File: config.mk
export PLATFORM = sky130hd
export DESIGN_NAME = add_mul_frame_accumulator
export DESIGN_NICKNAME = d
export VERILOG_FILES = /design/src/rtl/add_mul_frame_accumulator.sv
export SDC_FILE = /design/constraint.sdc
export NUM_CORES = 1
export LEC_CHECK = 0
export BUFFER_PORTS_ARGS = -buffer_cell sky130_fd_sc_hd__buf_2
export CAP_MARGIN = 0
export CORE_MARGIN = 4
export CORE_UTILIZATION = 24
export DETAILED_ROUTE_END_ITERATION = 7
export PLACE_DENSITY = 0.43
export SLEW_MARGIN = 30
export SYNTH_ARGS = -nofsm -noshare
export SYNTH_HDL_FRONTEND = slang
export SYNTH_SLANG_ARGS = --single-unit
File: constraint.sdc
create_clock -name clk -period 2.5 [get_ports clk]
set_input_delay 0.75 -clock clk [delete_from_list [all_inputs] [get_ports clk]]
set_output_delay 0.75 -clock clk [all_outputs]
set_load 0.02 [all_outputs]
File: src/rtl/add_mul_frame_accumulator.sv
// Frame accumulator behind the 4-bit add/multiply datapath: sums products and sums
// over a frame closed by in_last or by the sample-count limit, then holds the totals.
module add_mul_frame_accumulator #(
  parameter int MUL_ACC_W = 16,
  parameter int ADD_ACC_W = 12,
  parameter int CNT_W     = 8
) (
  input  logic                 clk,
  input  logic                 rst_n,
  input  logic                 in_valid,
  output logic                 in_ready,
  input  logic                 in_last,
  input  logic [7:0]           mul_in,
  input  logic [3:0]           add_in,
  output logic                 out_valid,
  input  logic                 out_ready,
  output logic [MUL_ACC_W-1:0] acc_mul,
  output logic [ADD_ACC_W-1:0] acc_add,
  output logic [CNT_W-1:0]     count,
  output logic                 sat,
  output logic                 len_ovf,
  output logic [1:0]           state_dbg
);

  // Handshake: a transfer happens on a rising edge where valid and ready are both 1;
  // ready never depends on valid, and valid/data stay stable until the transfer.
  typedef enum logic [1:0] {IDLE = 2'd0, ACCUM = 2'd1, HOLD = 2'd2} state_t;

  state_t                 state_q;
  logic [MUL_ACC_W-1:0]   acc_mul_q, acc_mul_d;
  logic [ADD_ACC_W-1:0]   acc_add_q, acc_add_d;
  logic [CNT_W-1:0]       count_q, count_d;
  logic                   sat_q, len_ovf_q, out_valid_q, in_ready_q;
  logic [MUL_ACC_W:0]     mul_sum;
  logic [ADD_ACC_W:0]     add_sum;
  logic                   accept, at_limit, close;

  // One extra carry bit detects overflow; on overflow the accumulator pins at all-ones.
  assign mul_sum   = {1'b0, acc_mul_q} + (MUL_ACC_W+1)'(mul_in);
  assign add_sum   = {1'b0, acc_add_q} + (ADD_ACC_W+1)'(add_in);
  assign acc_mul_d = mul_sum[MUL_ACC_W] ? '1 : mul_sum[MUL_ACC_W-1:0];
  assign acc_add_d = add_sum[ADD_ACC_W] ? '1 : add_sum[ADD_ACC_W-1:0];
  assign count_d   = count_q + CNT_W'(1);
  assign at_limit  = (count_d == '1);
  assign accept    = in_valid & in_ready_q;
  assign close     = in_last | at_limit;

  always_ff @(posedge clk) begin
    if (!rst_n) begin
      state_q     <= IDLE;
      acc_mul_q   <= '0;
      acc_add_q   <= '0;
      count_q     <= '0;
      sat_q       <= 1'b0;
      len_ovf_q   <= 1'b0;
      out_valid_q <= 1'b0;
      in_ready_q  <= 1'b1;
    end else begin
      case (state_q)
        IDLE, ACCUM: begin
          if (accept) begin
            acc_mul_q <= acc_mul_d;
            acc_add_q <= acc_add_d;
            count_q   <= count_d;
            sat_q     <= sat_q | mul_sum[MUL_ACC_W] | add_sum[ADD_ACC_W];
            if (close) begin
              state_q     <= HOLD;
              out_valid_q <= 1'b1;
              in_ready_q  <= 1'b0;
              len_ovf_q   <= at_limit & ~in_last;
            end else begin
              state_q <= ACCUM;
            end
          end
        end
        HOLD: begin
          if (out_ready) begin
            state_q     <= IDLE;
            acc_mul_q   <= '0;
            acc_add_q   <= '0;
            count_q     <= '0;
            sat_q       <= 1'b0;
            len_ovf_q   <= 1'b0;
            out_valid_q <= 1'b0;
            in_ready_q  <= 1'b1;
          end
        end
        default: begin
          state_q     <= IDLE;
          out_valid_q <= 1'b0;
          in_ready_q  <= 1'b1;
        end
      endcase
    end
  end

  assign in_ready  = in_ready_q;
  assign out_valid = out_valid_q;
  assign acc_mul   = acc_mul_q;
  assign acc_add   = acc_add_q;
  assign count     = count_q;
  assign sat       = sat_q;
  assign len_ovf   = len_ovf_q;
  assign state_dbg = state_q;

endmodule

==> results of run 1 <==
cell usage in the layout (no fill, tap or decap), drive strengths merged, types with 4 or more instances in the layout:
| cell | netlist | routed |
|---|---|---|
| buf | 4 | 82 |
| dfxtp | 42 | 42 |
| nand2 | 37 | 37 |
| a21oi | 33 | 33 |
| nor2 | 29 | 29 |
| nand3 | 22 | 22 |
| o21ai | 18 | 18 |
| nor3 | 17 | 17 |
| ha | 14 | 14 |
| a211oi | 10 | 10 |
| clkbuf | 8 | 7 |
| inv | 6 | 6 |
| o211ai | 6 | 6 |
| nand4 | 4 | 4 |
| nor2b | 4 | 4 |
| or4 | 4 | 4 |
| xor2 | 4 | 4 |
| xnor2 | 4 | 4 |
cell families (layout without fill, tap and decap cells):
kind of cell	count (synthesis)	after routing	synth area share, %
XOR/XNOR	8	8	2.70
adder cells (fa/ha/maj)	16	16	8.30
flip-flops	42	42	32.4
AND/OR/NAND/NOR	135	135	25.8
AO/OA/AOI/OAI	104	104	27.3
buffers and inverters	19	97	3.52
registers in the layout, summed over array words and instances (netlist names):
signal	count
acc_mul	16
in_ready	1
count	8
len_ovf	1
acc_add	12
sat	1
state_dbg	2
out_valid	1
where the power goes:
group,total [uW],internal [uW],switching [uW]
Sequential,749,706,42.9
Clock,478,224,255
Combinational,504,205,300
cell type report:
class | instances | area (um^2)
sequential | 42 | 841
inverter | 7 | 26.3
timing repair buffer | 82 | 470
clock inverter | 1 | 5.00
tap | 136 | 170
fill | 1138 | 7150
multi-input combinational | 263 | 1670
clock buffer | 7 | 86.3
through the flow:
step,hold WS [ns],power [uW],std cells
5_1_grt,0.539,1850,538
6_report,0.478,1730,538
2_1_floorplan,0.522,1090,324
4_1_cts,0.484,1750,538
3_5_place_dp,0.470,1270,530
3_3_place_gp,0.465,1270,530
critical path: stages:
cell,delay (ns)
buf_2,0.10
ha_1,0.22
fa_2,0.38
a211oi_2,0.24
o21bai_2,0.13
o211a_2,0.34
buf_4,0.16
nor3_1,0.14
nor3_1,0.07
final timing paths:
path | start | end | slack (ns) | depth (start not counted)
worst max-delay path | mul_in[0] | acc_mul[0]$_SDFFE_PN0P_ | 0.16 | 9
worst max register to register | acc_mul[0]$_SDFFE_PN0P_ | acc_mul[0]$_SDFFE_PN0P_ | 0.37 | 8
worst min-delay path | out_valid$_SDFFE_PN0P_ | out_valid$_SDFFE_PN0P_ | 0.48 | 2
worst min register to register | out_valid$_SDFFE_PN0P_ | out_valid$_SDFFE_PN0P_ | 0.48 | 2
metal layers:
layer,routed length (um),GRT usage (%)
met5,0,0
met4,69,2.80
met3,281,2.77
met2,3850,21.8
met1,3960,18.5
==> impl_results.md, run 1 <==
* Pwr/cell area at 530 nW/um^2
* Cell row count at 37
* Area leader, netlist: dfxtp_1
* Hold Path Class: reg -> reg
* Area after DPL at 3170 um^2
* Avg Cell Area, Syn at 8.00 um^2
* Fin worst setup slack at 0.163 ns
* CTS resizes at 0
* Leak pwr at 0.00138 uW
* Slew Viols, Final at 0
* Final min period at 2.34 ns
* Initial antenna violation count at 0
* First-pass GRT wire length at 14000 um
* CP Class: in -> reg
* Port bufs at 58
* Starting Density at 24.9%
* Via count at 2702
* Die Height at 112 um
* Skew-Pair Late Insertion Delay at 0.30 ns
* Crit path max fanout at 7
* Synthesis-to-layout area growth at 26.2%
* Setup Viol. Count Final at 0
* Count leader, synth: dfxtp_1
* Most common flop cell mapped by yosys: dfxtp_1
* TritonCTS clock tree: yes
* Routed WL at 8160 um
* ANT cells at 0
* Syn Nets at 357
* Clock Path Buffers at 2
* Core footprint at 10400 um^2
* Pre-CTS setup slack at -0.298 ns
* Drt via density at 5.02
* Fin area at 3270 um^2
* Tot GR Track Use at 13.4%
* Pre-antenna DRT Iters at 4
* Wire per inst at 15.2 um
* Max Clk Rate at 428 MHz
* Hold buffers post-CTS at 0
* Asr flop ratio synth at 0%
* Yosys top cell area share at 32.4%
* Root Driver: clkbuf_8
* Post-Syn Instances at 324
* Final core occ at 31.4%
* Max IR drop VDD at 216 uV
* Distinct cells, synth at 60
* TNS Setup at 0 ns
* Cts bufs inserted at 5
* Clock transition at the registers of the reported paths at 0.09 ns
* GPL Wtd Cong at 0.797
* H-tree levels at 2
* Detailed placement HPWL at 6090 um
* Req. time, crit path at 2.69 ns
* Layout cells sized above 1 at 25.1%
* Die Span X at 112 um
* Synthesis Warnings at 0
* Max_slew headroom at 69.8%
* Setup crit start kind: primary input
* Synth area leaders: dfxtp_1 (32%), ha_1 (6.8%), a21oi_1 (6.4%), nand2_1 (5.2%), nor2_1 (4.2%)
* Largest net degree at the start of global routing at 31
* Most frequent cells after synthesis: dfxtp_1 (42), nand2_1 (36), a21oi_1 (33), nor2_1 (29), nand3_1 (21)
* Worst clock skew at 0.0119 ns
* Crit path DAT at 2.53 ns
* RSZ-0062 raised after global routing: no
* Number of global-route vias before repair at 2707
* CP endpoint kind: flop
* IO Pins at 59
* Number of enable flip-flop cells after synthesis at 0
* Part of the cycle the worst path needs at 93.5%
* Residual DRC count at 0
* Die area at 12500 um^2
* Total congestion overflow at 0
* CTS Sinks at 42
* Synth Register Bits at 42
* Mapped cell area at 2590 um^2
* Final Hold Fails at 0
* MaxCap Viol Count at 0
* Worst-Margin Slew at 0.454 ns
* Setup bufs post-CTS at 0
* Sequential fraction of the synthesis area at 32.4%
* Remaining antenna violation count at 0
* Detailed Route Iter0 Violations at 92
* Run status: complete, no violations
* Final net count at 434
Note: power is estimated with default switching activity, not from simulation.
==> run 2, diff against run 1 <==
CORE_MARGIN = unset   (was 4)
REMOVE_ABC_BUFFERS = 1   (was unset)
SKIP_LAST_GASP = 1   (was unset)
==> run 2 against run 1 <==
Global-route usage increased by 1.1 points. Cell count increased by 0.19%. Register-to-register slack got worse by 0.04 ns. Critical path type unchanged. Critical endpoint is now acc_mul[8]$_SDFFE_PN0P_. Largest cell class unchanged. Largest power group unchanged. Highest routed layer unchanged.
==> impl_results.md, run 2 (same netlist as run 1, synthesis figures left out) <==
* Max Clk Rate at 421 MHz (-1.7%)
* Wire per inst at 14.5 um (-4.4%)
* Initial antenna violation count at 0 (unchanged)
* Pre-antenna DRT Iters at 6 (+2)
* Detailed Route Iter0 Violations at 88 (-4.3%)
* CP endpoint kind: flop
* Run status: complete, no violations
* CP Class: in -> reg
* Crit path DAT at 2.60 ns (+0.07 ns)
* Pwr/cell area at 527 nW/um^2 (-0.40%)
* Max IR drop VDD at 186 uV (-14%)
* FF-to-FF End: acc_mul[8]$_SDFFE_PN0P_
* CP max stage cell: fa_1
* Die Height at 106 um (-5.4%)
* Die area at 11200 um^2 (-10%)
* Max incr delay on CP at 0.39 ns (about the same)
* IO Pins at 59 (unchanged)
* Residual DRC count at 0 (unchanged)
* CTS resizes at 0 (unchanged)
* Req. time, crit path at 2.72 ns (+0.03 ns)
* Hold Path Class: reg -> reg
* Final min period at 2.38 ns (+0.0400 ns)
* Hold EP: sat$_SDFFE_PN0P_
* CP Cell Sequence: buf_2 -> ha_1 -> fa_1 -> a211oi_1 -> o21bai_1 -> o21a_1 -> o32a_1 -> o211ai_1
* TritonCTS clock tree: yes
* Pre-CTS setup slack at -0.206 ns (+0.0915 ns)
* Routed WL at 7810 um (-4.3%)
* Leak pwr at 0.00140 uW (+1.1%)
* Hold buffers post-CTS at 0 (unchanged)
* Final Hold Fails at 0 (unchanged)
* Total congestion overflow at 0 (unchanged)
* Slew Viols, Final at 0 (unchanged)
* Max FFs per register at 16 (unchanged)
* CTS Sinks at 42 (unchanged)
* Synthesis-to-layout area growth at 26.8%
* Number of global-route vias before repair at 2529 (-6.6%)
* Worst Min Path Start: sat$_SDFFE_PN0P_
* Non-Filler Instances at 539 (+0.19%)
* Most frequent cells in the layout: buf_2 (58), dfxtp_1 (42), nand2_1 (36)
* GPL Wtd Cong at 0.731 (-8.2%)
* Cts bufs inserted at 5 (unchanged)
* Die Span X at 106 um (-5.4%)
* Tot GR Track Use at 14.6% (+1.1 points)
* ANT cells at 0 (unchanged)
* Max_slew headroom at 72.7% (+3.0 points)
* Remaining antenna violation count at 0 (unchanged)
* Setup crit start kind: primary input
* RSZ-0062 raised after global routing: no
* Drt via density at 4.92 (-2.1%)
* Setup Viol. Count Final at 0 (unchanged)
* Placed Cells at 531 (+0.19%)
* Cell row count at 37 (unchanged)
* Core footprint at 10400 um^2 (unchanged)
* H-tree levels at 2 (unchanged)
* Most common cell after layout, fill and taps aside: buf_2
* Reg2Reg Setup Slack at 0.33 ns (-0.04 ns)
* MaxCap Viol Count at 0 (unchanged)
* Worst-Margin Slew at 0.409 ns (-0.0447 ns)
* Starting Density at 24.9% (unchanged)
* Layout cells sized above 1 at 24.6% (-0.56 points)
* Setup bufs post-CTS at 0 (unchanged)
* Detailed placement HPWL at 5670 um (-6.8%)
* Skew-Pair Late Insertion Delay at 0.30 ns (about the same)
* Final net count at 435 (+0.23%)
* Reg2reg start: acc_mul[0]$_SDFFE_PN0P_
* Clock transition at the registers of the reported paths at 0.08 ns (about the same)
* Port bufs at 58 (unchanged)
* Root Driver: clkbuf_8
* Crit path max fanout at 6 (-1)
* Hold Path Stages at 2 (unchanged)
* Pwr Total at 1730 uW (about the same)
* Via count at 2651 (-1.9%)
* Fin worst setup slack at 0.123 ns (-0.0400 ns)
* First-pass GRT wire length at 13100 um (-6.7%)
* Worst clock skew at 0.00548 ns (-0.00642 ns)
* Largest net degree at the start of global routing at 31 (unchanged)
* Part of the cycle the worst path needs at 95.1% (+1.6 points)
* R2R depth at 7 (-1)
* Clock Path Buffers at 2 (unchanged)
## run 2: critical path, delay by kind of cell
family	cells	cell delay, ns
buf+inv	1	0.10
fa+ha+maj	2	0.60
compound gates	5	1.14
## run 2: final cells by class
cell class | count | area (um^2)
tap | 136 | 170
fill | 1155 | 7130
inverter | 7 | 26.3
clock inverter | 1 | 5.00
clock buffer | 7 | 86.3
timing repair buffer | 83 | 490
multi-input combinational | 263 | 1670
sequential | 42 | 841
## run 2: worst max path at each step
| stage | from | endpoint | slack, ns | depth (start not counted) |
|---|---|---|---|---|
| after global placement | mul_in[0] | acc_mul[1]$_SDFFE_PN0P_ | -0.17 | 9 |
| final | mul_in[0] | acc_mul[8]$_SDFFE_PN0P_ | 0.12 | 8 |
| after global routing | mul_in[0] | acc_mul[8]$_SDFFE_PN0P_ | 0.02 | 8 |
| after detailed placement | mul_in[0] | acc_mul[11]$_SDFFE_PN0P_ | -0.21 | 8 |
| after floorplan | mul_in[0] | acc_mul[2]$_SDFFE_PN0P_ | 0.03 | 7 |
| after CTS | mul_in[0] | acc_mul[1]$_SDFFE_PN0P_ | 0.1 | 9 |
## run 2: report_power, final
| group | leakage [uW] | internal, uW | total (uW) | switching, uW |
|---|---|---|---|---|
| sequential | 0.000342 | 706 | 751 | 44.5 |
| combinational | 0.00101 | 213 | 512 | 299 |
| clock | 0.0000482 | 223 | 471 | 247 |
| total | 0.00140 | 1140 | 1730 | 591 |
## run 2: metrics by stage
stage          hold slack [ns]  setup TNS (ns)  area, um^2  util [%]
2_1_floorplan            0.522               0        2530         -
3_3_place_gp             0.442           -2.37        3190      30.6
3_5_place_dp             0.438           -3.00        3190      30.6
4_1_cts                  0.453               0        3280      31.5
5_1_grt                  0.472               0        3290      31.6
6_report                 0.447               0        3290      31.6
## run 2: per-layer routing
layer,vias to the layer above,track usage (%),wire length [um]
li1,1369,-,-
met1,1232,21.6,4140
met2,45,22.1,3360
met3,5,2.51,261
met4,0,2.68,47
met5,-,0,0
==> run 3, diff against run 2 <==
CORE_UTILIZATION = 49   (was 24)
PLACE_DENSITY = 0.76   (was 0.43)
==> run 3 against run 2 <==
Core utilization rose by 30 points. Sequential cell count did not move. Clock power fell by 7.4%. First-iteration DRC count rose by 140%. Critical path depth rose by 1. Via count rose by 2.1%. Wire length fell by 16%. Sequential power fell by 0.5%. Combinational power fell by 5.7%. Power fell by 3.9%. Sequential share of layout area rose by 1.1 points. Global-route usage rose by 10 points. Largest cell class unchanged.
==> impl_results.md, run 3 (same netlist as run 1, synthesis figures left out) <==
* Via count at 2707 (+2.1%)
* Max_slew headroom at 71.5% (-1.2 points)
* CTS Sinks at 42 (unchanged)
* Initial antenna violation count at 0 (unchanged)
* Clock Path Buffers at 2 (unchanged)
* Max FFs per register at 16 (unchanged)
* Most frequent cell on the critical path: nor3_1
* Worst clock skew at 0.00683 ns (+0.00135 ns)
* Clock transition at the registers of the reported paths at 0.08 ns (about the same)
* Largest net degree at the start of global routing at 19 (-39%)
* Most common cell after layout, fill and taps aside: buf_2
* RSZ-0062 raised after global routing: no
* Number of global-route vias before repair at 2444 (-3.4%)
* Port bufs at 58 (unchanged)
* Root Driver: clkbuf_8
* First-pass GRT wire length at 10800 um (-17%)
* Synthesis-to-layout area growth at 21.4%
* Max IR drop VDD at 410 uV (+120%)
* Remaining antenna violation count at 0 (unchanged)
* Total congestion overflow at 0 (unchanged)
* Setup Viol. Count Final at 0 (unchanged)
* Pwr/cell area at 529 nW/um^2 (+0.37%)
* Skew-Pair Late Insertion Delay at 0.29 ns (about the same)
* CP Cell Sequence: buf_2 -> ha_1 -> fa_1 -> a211oi_1 -> o21bai_1 -> o211a_2 -> buf_4 -> nor3_1 -> nor3_1
* Cts bufs inserted at 5 (unchanged)
* GPL Wtd Cong at 0.820 (+12%)
* Starting Density at 50.8% (+26 points)
* Part of the cycle the worst path needs at 96.4% (+1.4 points)
* Fin area at 3150 um^2 (-4.3%)
* Final net count at 430 (-1.1%)
* Fill cell count at 492 (-57%)
* Crit path DAT at 2.60 ns (about the same)
* Routed WL at 6560 um (-16%)
* Run status: complete, no violations
* MaxCap Viol Count at 0 (unchanged)
* Pre-antenna DRT Iters at 4 (-2)
* Residual DRC count at 0 (unchanged)
* Crit path max fanout at 7 (+1)
* Setup crit start kind: primary input
* Core footprint at 5110 um^2 (-51%)
* Req. time, crit path at 2.68 ns (-0.04 ns)
* TritonCTS clock tree: yes
* Final Hold Fails at 0 (unchanged)
* Area after DPL at 3060 um^2 (-4.2%)
* Final min period at 2.41 ns (+0.0340 ns)
* Worst-Margin Slew at 0.425 ns (+0.0162 ns)
* Slew Viols, Final at 0 (unchanged)
* Detailed Route Iter0 Violations at 209 (+140%)
* CP endpoint kind: flop
* Detailed placement HPWL at 4790 um (-15%)
* Die Span X at 74.7 um (-29%)
* Non-Filler Instances at 466 (-14%)
* CP max stage cell: fa_1
* Wire per inst at 14.1 um (-2.9%)
* Max incr delay on CP at 0.38 ns (about the same)
* CP Class: in -> reg
* H-tree levels at 2 (unchanged)
* Tot GR Track Use at 24.9% (+10 points)
* Max Clk Rate at 415 MHz (-1.4%)
* Placed Cells at 460 (-13%)
* Drt via density at 5.81 (+18%)
* IO Pins at 59 (unchanged)
* Cell row count at 26 (-30%)
* Hold Path Class: reg -> reg
* Hold buffers post-CTS at 0 (unchanged)
* Die area at 5590 um^2 (-50%)
* Final hold slack at 0.452 ns (+0.00505 ns)
* Die Height at 74.7 um (-29%)
* Leak pwr at 0.00136 uW (-3.1%)
* Layout cells sized above 1 at 24.0% (-0.58 points)
* Most frequent cells in the layout: buf_2 (58), dfxtp_1 (42), nand2_1 (36)
* ANT cells at 0 (unchanged)
-- run 3: changes by cell type in the layout (fill, tap and decap cells not counted), sizes merged --
| cell | before | now |
|---|---|---|
| buf | 83 | 78 |
| clkbuf | 7 | 6 |
| clkinv | 2 | 1 |
-- run 3: final timing paths --
check	start	end	slack, ns	depth (start not counted)
max	mul_in[0]	acc_mul[1]$_SDFFE_PN0P_	0.09	9
min	sat$_SDFFE_PN0P_	sat$_SDFFE_PN0P_	0.45	2
max reg2reg	acc_mul[0]$_SDFFE_PN0P_	acc_mul[1]$_SDFFE_PN0P_	0.31	8
min reg2reg	sat$_SDFFE_PN0P_	sat$_SDFFE_PN0P_	0.45	2
-- run 3: per-stage QoR --
stage	utilization [%]	worst slack (ns)	power [uW]	setup TNS (ns)
after floorplan	-	0.0332	1070	0
after global placement	59.8	-0.139	1230	-1.67
after detailed placement	59.8	-0.234	1240	-2.96
after CTS	61.4	0.0850	1680	0
after global routing	61.6	0.00810	1770	0
final	61.6	0.0888	1670	0
-- run 3: timing repair --
| action | in CTS | in global routing |
|---|---|---|
| gates resized for setup | 0 | 3 |
| setup buffers | 0 | 0 |
| setup endpoints to repair | 0 | 4 |
-- run 3: worst max-delay path: cells and delay by family --
family,cells,cell delay (ns)
AO/OA/AOI/OAI,3,0.78
adder cells (fa/ha/maj),2,0.59
buffers and inverters,2,0.26
AND/OR/NAND/NOR,2,0.21
-- run 3: layout make-up --
cell class | instances | area [um^2] | area share (%)
clock buffer | 6 | 82.6 | 2.62
timing repair buffer | 78 | 440 | 14.0
multi-input combinational | 263 | 1670 | 53.0
tap | 70 | 87.6 | 2.78
sequential | 42 | 841 | 26.7
inverter | 7 | 26.3 | 0.835
-- run 3: report_power, final --
part           internal, uW  leakage [uW]  switching (uW)  total [uW]
Clock                   213     0.0000431             222         436
Combinational           196      0.000970             287         483
Sequential              706      0.000342            40.7         747
-- run 3: metal layers --
| metal | wire [um] | track usage [%] |
|---|---|---|
| met5 | 0 | 0 |
| met4 | 51 | 6.92 |
| met1 | 3070 | 32.5 |
| met2 | 3100 | 41.8 |
| met3 | 343 | 4.82 |
